==> config.mk <==
export PLATFORM = sky130hd
export DESIGN_NAME = lottery_draw
export DESIGN_NICKNAME = d
export VERILOG_FILES = /design/src/rtl/lottery_pkg.sv /design/src/rtl/lottery_lfsr16.sv /design/src/rtl/lottery_draw.sv
export SDC_FILE = /design/constraint.sdc
export NUM_CORES = 1
export LEC_CHECK = 0
export ABC_AREA = 1
export CORE_ASPECT_RATIO = 1.4
export CORE_MARGIN = 10
export CORE_UTILIZATION = 53
export CTS_BUF_LIST = sky130_fd_sc_hd__clkbuf_4
export CTS_CLUSTER_DIAMETER = 100
export CTS_CLUSTER_SIZE = 8
export DETAILED_ROUTE_END_ITERATION = 7
export PLACE_DENSITY = 0.78
export RECOVER_POWER = 100
export REMOVE_ABC_BUFFERS = 1
export SYNTH_ARGS = -nofsm -noshare
export SYNTH_HDL_FRONTEND = slang
export SYNTH_SLANG_ARGS = --single-unit
==> constraint.sdc <==
create_clock -name clk -period 1.8 [get_ports clk]
set_input_delay 0.45 -clock clk [delete_from_list [all_inputs] [get_ports clk]]
set_output_delay 0.45 -clock clk [all_outputs]
set_load 0.01 [all_outputs]
==> src/rtl/lottery_pkg.sv <==
// rtl/lottery_pkg.sv - shared types and constants for the lottery draw generator
package lottery_pkg;

    typedef enum logic [2:0] {
        ST_IDLE,
        ST_GEN,
        ST_GAP,
        ST_FIN,
        ST_DONE
    } state_t;

    // x^16 + x^14 + x^13 + x^11 + 1 as a tap mask over bits [15:0]
    localparam logic [15:0] LFSR_POLY_TAPS = 16'hB400;

    typedef logic [3:0] digit_t;

    localparam digit_t DIGIT_MAX = 4'd9;

endpackage

==> src/rtl/lottery_lfsr16.sv <==
// rtl/lottery_lfsr16.sv - free-running 16-bit Fibonacci LFSR, seed load on reset
module lottery_lfsr16
    import lottery_pkg::*;
#(
    parameter logic [15:0] SEED = 16'hACE1
) (
    input  logic         clk,
    input  logic         reset,
    output digit_t       nibble
);

    // an all-zero state would lock the register, so a zero seed loads 1 instead
    localparam logic [15:0] LOAD = (SEED == 16'h0000) ? 16'h0001 : SEED;

    logic [15:0] state;

    always_ff @(posedge clk) begin
        if (reset) begin
            state <= LOAD;
        end else begin
            state <= {state[14:0], ^(state & LFSR_POLY_TAPS)};
        end
    end

    assign nibble = state[3:0];

endmodule

==> src/rtl/lottery_draw.sv <==
// rtl/lottery_draw.sv - draws DIGITS random decimal digits and sends them over num/insert/finish
// Optional: LOTTERY_DRAW_UNIQUE_EN rejects digits already drawn in the current round.
module lottery_draw
    import lottery_pkg::*;
#(
    parameter int          DIGITS     = 5,
    parameter int          GAP_CYCLES = 4,
    parameter logic [15:0] SEED       = 16'hACE1
) (
    input  logic                  clk,
    input  logic                  reset,
    input  logic                  start,
    output logic [3:0]            num,
    output logic                  insert,
    output logic                  finish,
    output logic                  busy,
    output logic                  done,
    output logic [4*DIGITS-1:0]   drawn
);

    localparam int IDX_W = (DIGITS > 1) ? $clog2(DIGITS) : 1;
    localparam int CNT_W = $clog2(GAP_CYCLES + 1);
    localparam logic [IDX_W-1:0] LAST_IDX = IDX_W'(DIGITS - 1);

    state_t           state;
    logic [IDX_W-1:0] index;
    logic [CNT_W-1:0] gap_cnt;
    digit_t           cand;
    logic             accept;

    lottery_lfsr16 #(.SEED(SEED)) u_lfsr (
        .clk    (clk),
        .reset  (reset),
        .nibble (cand)
    );

`ifdef LOTTERY_DRAW_UNIQUE_EN
    logic dup;

    // only slots below index hold this round's digits; higher slots are still 0
    always_comb begin
        dup = 1'b0;
        for (int i = 0; i < DIGITS; i++) begin
            if ((IDX_W'(i) < index) && (drawn[4*i +: 4] == cand)) begin
                dup = 1'b1;
            end
        end
    end

    assign accept = (cand <= DIGIT_MAX) && !dup;
`else
    assign accept = (cand <= DIGIT_MAX);
`endif

    always_ff @(posedge clk) begin
        if (reset) begin
            state   <= ST_IDLE;
            index   <= '0;
            gap_cnt <= '0;
            num     <= 4'd0;
            insert  <= 1'b0;
            finish  <= 1'b0;
            busy    <= 1'b0;
            done    <= 1'b0;
            drawn   <= '0;
        end else begin
            insert <= 1'b0;
            finish <= 1'b0;
            case (state)
                ST_IDLE: begin
                    if (start) begin
                        state <= ST_GEN;
                        index <= '0;
                        busy  <= 1'b1;
                    end
                end
                ST_GEN: begin
                    if (accept) begin
                        num     <= cand;
                        insert  <= 1'b1;
                        gap_cnt <= CNT_W'(GAP_CYCLES);
                        state   <= ST_GAP;
                        for (int i = 0; i < DIGITS; i++) begin
                            if (IDX_W'(i) == index) begin
                                drawn[4*i +: 4] <= cand;
                            end
                        end
                    end
                end
                ST_GAP: begin
                    if (gap_cnt == CNT_W'(1)) begin
                        if (index == LAST_IDX) begin
                            state  <= ST_FIN;
                            finish <= 1'b1;
                        end else begin
                            index <= index + 1'b1;
                            state <= ST_GEN;
                        end
                    end else begin
                        gap_cnt <= gap_cnt - 1'b1;
                    end
                end
                ST_FIN: begin
                    state <= ST_DONE;
                    busy  <= 1'b0;
                    done  <= 1'b1;
                end
                ST_DONE: begin
                    if (start) begin
                        state <= ST_GEN;
                        index <= '0;
                        drawn <= '0;
                        done  <= 1'b0;
                        busy  <= 1'b1;
                    end
                end
                default: begin
                    state <= ST_IDLE;
                end
            endcase
        end
    end

endmodule

==> results.txt, run 1 <==
----------------------------------------------------
[Worst setup path]
  Critical path's slowest cell ... clkdlybuf4s50_1
  Type of element capturing the critical path ... output port
  Reg2reg start ... state[1]
  RR Endpoint ... drawn[6]
  Number of cell instances on the worst register-to-register path ... 6
  Maximum fanout along the worst path ... 2
  Largest incremental delay on the critical path ... 0.54 ns
  Total buffers and inverters traversed by the critical path ... 1
  Crit path DAT ... 1.28 ns
  List of cells traversed by the critical path ... clkdlybuf4s50_1
  WP data required ... 1.35 ns
  Cell family with the largest share of critical-path delay ... buffers and inverters
  Startpoint Class ... register
  Setup slack of the worst register-to-register path ... 0.23 ns
  Category of the critical setup timing path ... reg2out

[Synth]
  Proportion of synthesized chip area in sequential cells ... 48.93%
  Multiplexer share of the synthesized area ... 0%
  Post-synth EDFFs ... 0
  Simple-gate share of the synthesized area ... 29.26%
  Synthesized netlist cell count ... 281
  Share of the synthesized area in compound gates (AO/OA/AOI/OAI) ... 9.117%
  Fraction of synthesized cell area in xor and xnor cells ... 1.212%
  Dominant register cell in the synthesized netlist ... dfxtp_1
  Adder and majority cell fraction of the synthesized area ... 4.039%
  Area of the mapped netlist ... 2168 µm²
  Flop and latch count out of synthesis ... 53
  Number of distinct library cells after synthesis ... 25
  Dominant combinational cell family by area after synthesis ... simple AND/OR/NAND/NOR gates
  Async set-or-reset flop fraction in the synthesized netlist ... 0%
  Mean cell area of the mapped netlist ... 7.716 µm²
  Yosys warning total ... 0

[Layout]
  Fraction of final layout cells sized beyond drive strength 1 ... 7.962%
  Filler Cell Count ... 359
  Final instance area ... 2560 µm²
  Utilization after layout ... 64.77%
  Inserted Diodes ... 0
  Number of nets in the layout ... 323
  Signed area change from the synthesized netlist to the final layout ... 18.06%

[Die]
  Die Outline Area ... 7086 µm²
  Die boundary height ... 95.68 µm
  Std-Cell Core Area ... 3953 µm²
  Overall die width ... 74.06 µm
  Initial Utilization ... 54.86%
  Number of placed I/O pins ... 31
  Std-Cell Rows ... 27

[Route]
  Final routed wirelength across all metal layers ... 4.228 mm
  WL/cell ... 11.84 µm
  Initial DRC count ... 133
  Met2 WL post-DR ... 2.069 mm
  Total number of vias ... 1825
  Detailed-route vias per instance ... 5.112
  DR WL met3 ... 265 µm
  DR pass1 iterations ... 4
  Max layer used ... met4
  DRC ... 0
  Routed length on met1 ... 1.838 mm
  Detail Route Antenna Nets ... 0

[Min path]
  Hold worst-path end ... u_lfsr.state[8]
  Hold Crit Depth ... 2
  Hold_sp ... u_lfsr.state[7]
  Worst hold-check path type ... reg2reg

[STA]
  Total Neg Setup Slack ... 0 ns
  Share of the cycle needed by the critical path after routing ... 96.31%
  Final setup fails ... 0
  Worst setup skew after layout ... 0.006734 ns
  F_max ... 576.8 MHz
  Max-Slew Margin vs Limit ... 47.66%
  Actual slew at the worst max-slew pin ... 0.7851 ns
  Minimum clock period ... 1.734 ns
  Final number of max-transition violations ... 0
  Final hold vios ... 0
  Worst hold-check slack ... 0.4171 ns
  Setup repair after global routing missed its margin ... no

[CTS]
  Clock tree from TritonCTS ... yes
  Clock input transition at the sequential cells of the worst setup and hold paths ... 0.15 ns
  Sink count of the clock tree ... 53
  Number of buffers inserted for hold repair after clock tree synthesis ... 0
  Max clock buf depth ... 2
  Total clock buffers created by CTS ... 5
  Total number of H-tree levels ... 2
  Root Buffer Master ... clkbuf_4
  Worst-Skew Late Latency ... 0.37 ns

[Placement]
  Dpl hpwl ... 3.141 mm
  GPL Wtd Cong ... 0.8701
  Placed Area ... 2509 µm²
  Count of port buffers added during placement ... 30

[GRT]
  Largest net degree at the start of global routing ... 29
  Wire length of the first global-routing pass ... 7.500 mm
  Global route overflow ... 0
  Global-route usage over all layers ... 12.83%
  Number of antenna violations at the first check in global routing ... 0
  Vias in the first global route ... 1715

[Flow run]
  Max capacitance violation total ... 0

[Pwr]
  Power Dens Cells ... 1709 nW/µm²
  Leakage ... 0.001118 µW
  Worst vdd rail ir drop ... 0.001215 V

[Outcome]
  Outcome ... complete, no violations

----------------------------------------------------
[cells by family (layout without fill, tap and decap cells)]
family | count (synthesis) | count (layout)
AO/OA/AOI/OAI | 39 | 39
XOR/XNOR | 3 | 3
adder cells (fa/ha/maj) | 7 | 7
AND/OR/NAND/NOR | 144 | 144
buffers and inverters | 35 | 68
flip-flops | 53 | 53
[power by group]
group          internal, µW  leakage, µW  switching [µW]
combinational           860     0.000640            1130
clock                   295    0.0000414             373
sequential             1510     0.000437             210
total                  2660      0.00112            1710
[cell usage after synthesis, types with 3 or more instances]
cell type | count | area (µm²)
a21oi_1 | 29 | 145.1
inv_1 | 21 | 78.83
nand3_1 | 30 | 150.1
dfxtp_1 | 53 | 1061
or2_2 | 7 | 43.79
o21ai_0 | 8 | 40.04
ha_1 | 7 | 87.58
clkbuf_1 | 5 | 18.77
buf_2 | 3 | 15.01
nand2_1 | 56 | 210.2
nor2_1 | 43 | 161.4
[layout by cell type, fill, tap and decap left out]
| cell type | instances |
|---|---|
| nand2_1 | 56 |
| dfxtp_1 | 53 |
| nor2_1 | 43 |
| nand3_1 | 30 |
| a21oi_1 | 29 |
| clkdlybuf4s50_1 | 27 |
| inv_1 | 21 |
| o21ai_0 | 8 |
| or2_2 | 7 |
| ha_1 | 7 |
| clkbuf_4 | 5 |
| clkbuf_1 | 4 |
| xor2_1 | 2 |
| inv_2 | 2 |
| nor2_4 | 2 |
| nand2_4 | 2 |
| buf_4 | 2 |
| xnor2_1 | 1 |
| nand2_2 | 1 |
| o21ai_1 | 1 |
| clkinv_1 | 1 |
| nand4_1 | 1 |
| or2_1 | 1 |
| o21a_1 | 1 |
| nor3_1 | 1 |
| clkinvlp_4 | 1 |
| clkinv_4 | 1 |
| bufinv_16 | 1 |
| dlygate4sd3_1 | 1 |
| clkdlybuf4s25_1 | 1 |
| clkbuf_2 | 1 |
[sequential cells by signal (all words and copies together), names as in the netlist]
name / flops
num: 4
u_lfsr.state: 16
drawn: 20
state: 3
done: 1
busy: 1
index: 3
gap_cnt: 3
finish: 1
insert: 1
[worst max-delay path by stage]
stage | start | slack (ns) | cells past startpoint | to
2_1_floorplan | state[1] | 0.49 | 6 | drawn[8]
3_3_place_gp | start | 0.03 | 6 | drawn[17]
3_5_place_dp | start | -0.02 | 6 | drawn[17]
4_1_cts | num[2] | 0.04 | 1 | num[2]
5_1_grt | done | 0.0001 | 1 | done
6_report | num[1] | 0.07 | 1 | num[1]
[through the flow]
stage                     setup WS [ns]  power, µW  instances
final                           0.06642       4374        357
after CTS                       0.04145       4441        357
after global placement          0.02561       3728        349
after global routing         0.00009992       4799        357
after detailed placement       -0.02406       3774        349
after floorplan                  0.4893       2988        270
[area by class of cell]
type | instances | area, µm² | share of cell area [%]
Clock inverter | 3 | 46.29 | 1.808
Clock buffer | 5 | 37.54 | 1.466
Sequential cell | 53 | 1061 | 41.45
Multi-Input combinational cell | 193 | 945.9 | 36.95
Timing Repair Buffer | 36 | 325.3 | 12.71
Tap cell | 43 | 53.80 | 2.102
Inverter | 24 | 90.09 | 3.519
[timing repair]
| item | in CTS | in global routing |
|---|---|---|
| endpoints found under the hold margin | 0 | 0 |
| resized for setup | 0 | 2 |
| endpoints found under the setup margin | 0 | 2 |
| buffers inserted | 0 | 0 |
[per-layer routing]
layer	global-route usage, %	up-vias
li1	-	952
met4	4.206	0
met5	0	-
met1	14.94	827
met3	3.638	7
met2	21.87	39
No activity file was read; power rests on OpenSTA's default activity.
==> run 2: changes to the inputs <==
--- a/config.mk
+++ b/config.mk
@@ -11,7 +11,7 @@
 export CORE_UTILIZATION = 53
 export CTS_BUF_LIST = sky130_fd_sc_hd__clkbuf_4
 export CTS_CLUSTER_DIAMETER = 100
-export CTS_CLUSTER_SIZE = 8
+export CTS_CLUSTER_SIZE = 28
 export DETAILED_ROUTE_END_ITERATION = 7
 export PLACE_DENSITY = 0.78
 export RECOVER_POWER = 100
==> results of run 2 <==
Final layout, timing and power as in run 1 (identical DEF).
==> run 3: changes to the inputs <==
--- a/config.mk
+++ b/config.mk
@@ -13,9 +13,11 @@
 export CTS_CLUSTER_DIAMETER = 100
 export CTS_CLUSTER_SIZE = 28
 export DETAILED_ROUTE_END_ITERATION = 7
+export MAX_ROUTING_LAYER = met4
 export PLACE_DENSITY = 0.78
 export RECOVER_POWER = 100
 export REMOVE_ABC_BUFFERS = 1
+export SLEW_MARGIN = 20
 export SYNTH_ARGS = -nofsm -noshare
 export SYNTH_HDL_FRONTEND = slang
 export SYNTH_SLANG_ARGS = --single-unit
==> results.txt, run 3 (same netlist as run 1, synthesis figures left out) <==
----------------------------------------------------
[Outcome]
  Outcome ... complete, no violations (unchanged)

[GRT]
  Largest net degree at the start of global routing ... 29 (unchanged)
  Vias in the first global route ... 1715 (unchanged)
  Global-route usage over all layers ... 13.21% (was 12.83%)
  Number of antenna violations at the first check in global routing ... 0 (unchanged)
  Wire length of the first global-routing pass ... 7.500 mm (unchanged)
  Global route overflow ... 0 (unchanged)

[Worst setup path]
  Largest incremental delay on the critical path ... 0.54 ns (about the same)
  List of cells traversed by the critical path ... clkdlybuf4s50_1 (unchanged)
  Number of cell instances on the worst register-to-register path ... 6 (unchanged)
  Critical path's slowest cell ... clkdlybuf4s50_1 (unchanged)
  Setup slack of the worst register-to-register path ... 0.23 ns (about the same)
  Crit path DAT ... 1.28 ns (about the same)
  Startpoint Class ... register (unchanged)
  Type of element capturing the critical path ... output port (unchanged)
  Reg2reg start ... state[1] (unchanged)
  Total buffers and inverters traversed by the critical path ... 1 (unchanged)
  Category of the critical setup timing path ... reg2out (unchanged)
  WP data required ... 1.35 ns (about the same)
  RR Endpoint ... drawn[6] (unchanged)
  Maximum fanout along the worst path ... 2 (unchanged)
  Cell family with the largest share of critical-path delay ... buffers and inverters (unchanged)

[CTS]
  Worst-Skew Late Latency ... 0.37 ns (about the same)
  Sink count of the clock tree ... 53 (unchanged)
  Clock input transition at the sequential cells of the worst setup and hold paths ... 0.15 ns (about the same)
  Setup Buffers After CTS ... 0 (unchanged)
  Root Buffer Master ... clkbuf_4 (unchanged)
  Clock tree from TritonCTS ... yes (unchanged)
  Total number of H-tree levels ... 2 (unchanged)
  Number of buffers inserted for hold repair after clock tree synthesis ... 0 (unchanged)
  Post-cts repair resize count ... 0 (unchanged)
  Max clock buf depth ... 2 (unchanged)
  Total clock buffers created by CTS ... 5 (unchanged)

[STA]
  Setup repair after global routing missed its margin ... no (unchanged)
  Max-Slew Margin vs Limit ... 47.67% (was 47.66%)
  Share of the cycle needed by the critical path after routing ... 96.30% (was 96.31%)
  Total Neg Setup Slack ... 0 ns (unchanged)
  Actual slew at the worst max-slew pin ... 0.7850 ns (was 0.7851 ns)
  Final Worst Setup Slack ... 0.06661 ns (was 0.06642 ns)
  Worst setup skew after layout ... 0.006679 ns (was 0.006734 ns)
  Final setup fails ... 0 (unchanged)
  F_max ... 576.9 MHz (was 576.8 MHz)
  Minimum clock period ... 1.733 ns (was 1.734 ns)
  Final hold vios ... 0 (unchanged)
  Final number of max-transition violations ... 0 (unchanged)

[Route]
  Final routed wirelength across all metal layers ... 4.214 mm (was 4.228 mm)
  Total number of vias ... 1823 (was 1825)
  DRC ... 0 (unchanged)
  WL/cell ... 11.80 µm (was 11.84 µm)
  Detailed-route vias per instance ... 5.106 (was 5.112)
  Detail Route Antenna Nets ... 0 (unchanged)
  DR pass1 iterations ... 4 (unchanged)
  Initial DRC count ... 138 (was 133)

[Pwr]
  Worst vdd rail ir drop ... 0.001215 V (about the same)
  Share of total power consumed by net switching ... 39.15% (was 39.16%)
  Internal power of the cells ... 2661 µW (about the same)
  Power Dens Cells ... 1708 nW/µm² (was 1709 nW/µm²)
  Clk network pwr share ... 15.3% (about the same)
  NetSw ... 1712 µW (was 1713 µW)
  Share of power burned in combinational logic ... 45.5% (about the same)
  Power after layout ... 4373 µW (was 4374 µW)
  Leakage ... 0.001118 µW (unchanged)
  Sequential Power Share ... 39.3% (about the same)

[Layout]
  Final instance area ... 2560 µm² (unchanged)
  Fraction of final layout cells sized beyond drive strength 1 ... 7.962% (unchanged)
  Max reg flops ... 20 (unchanged)
  Leading cell type in the layout, fill and taps excluded ... nand2_1 (unchanged)
  Highest-count cells in the layout ignoring fill and taps ... nand2_1 (56), dfxtp_1 (53), nor2_1 (43), nand3_1 (30), a21oi_1 (29) (unchanged)
  Inserted Diodes ... 0 (unchanged)
  Utilization after layout ... 64.77% (unchanged)
  Register with the most flip-flops ... drawn (unchanged)
  Top flop regs ... drawn x20, u_lfsr.state x16, num x4 (unchanged)
  Signed area change from the synthesized netlist to the final layout ... 18.06% (unchanged)
  Filler Cell Count ... 359 (unchanged)
  Number of nets in the layout ... 323 (unchanged)

[Flow run]
  Max capacitance violation total ... 0 (unchanged)

[Min path]
  Worst hold-check path type ... reg2reg (unchanged)
  Hold Crit Depth ... 2 (unchanged)
  Hold_sp ... u_lfsr.state[7] (unchanged)
  Hold worst-path end ... u_lfsr.state[8] (unchanged)

[Die]
  Std-Cell Rows ... 27 (unchanged)
  Std-Cell Core Area ... 3953 µm² (unchanged)
  Die Outline Area ... 7086 µm² (unchanged)
  Number of placed I/O pins ... 31 (unchanged)
  Die boundary height ... 95.68 µm (unchanged)
  Initial Utilization ... 54.86% (unchanged)
  Overall die width ... 74.06 µm (unchanged)

[Placement]
  Placement Setup Slack ... -0.02406 ns (unchanged)
  Count of port buffers added during placement ... 30 (unchanged)
  GPL Wtd Cong ... 0.8842 (was 0.8701)
  Placed Area ... 2509 µm² (unchanged)
  Dpl hpwl ... 3.141 mm (unchanged)

----------------------------------------------------
run 3: metal layers:
| layer | share of wire [%] | track usage, % |
|---|---|---|
| met5 | 0 | - |
| met4 | 1.4 | 4.206 |
| met3 | 5.9 | 3.638 |
| met2 | 49 | 21.87 |
| met1 | 44 | 14.94 |
run 3: cell type report:
type	instances	area [µm²]	area share [%]
flip-flops and latches	53	1061	41.45
multi-input cells	193	945.9	36.95
repair buffers	36	325.3	12.71
inverters	24	90.09	3.519
well taps	43	53.80	2.102
clock inverters	3	46.29	1.808
clock buffers	5	37.54	1.466
run 3: how the worst max path moves through the flow:
stage	startpoint	to	slack [ns]	cells past startpoint
2_1_floorplan	state[1]	drawn[8]	0.49	6
3_3_place_gp	start	drawn[17]	0.03	6
3_5_place_dp	start	drawn[17]	-0.02	6
4_1_cts	num[2]	num[2]	0.04	1
5_1_grt	done	done	0.0001	1
6_report	num[1]	num[1]	0.07	1
run 3: power by group through the flow:
stage | Combinational [µW] | Clock (µW) | Sequential (µW)
CTS | 2030 | 687 | 1720
detailed placement | 2030 | 0 | 1750
global placement | 1990 | 0 | 1740
finish | 1990 | 667 | 1720
global route | 2310 | 721 | 1760
floorplan | 1160 | 0 | 1830
run 3: stage by stage:
step                hold slack, ns  instances
finish                      0.4170        357
global route                0.4382        357
CTS                         0.4203        357
detailed placement          0.3968        349
global placement            0.3931        349
floorplan                   0.3883        270
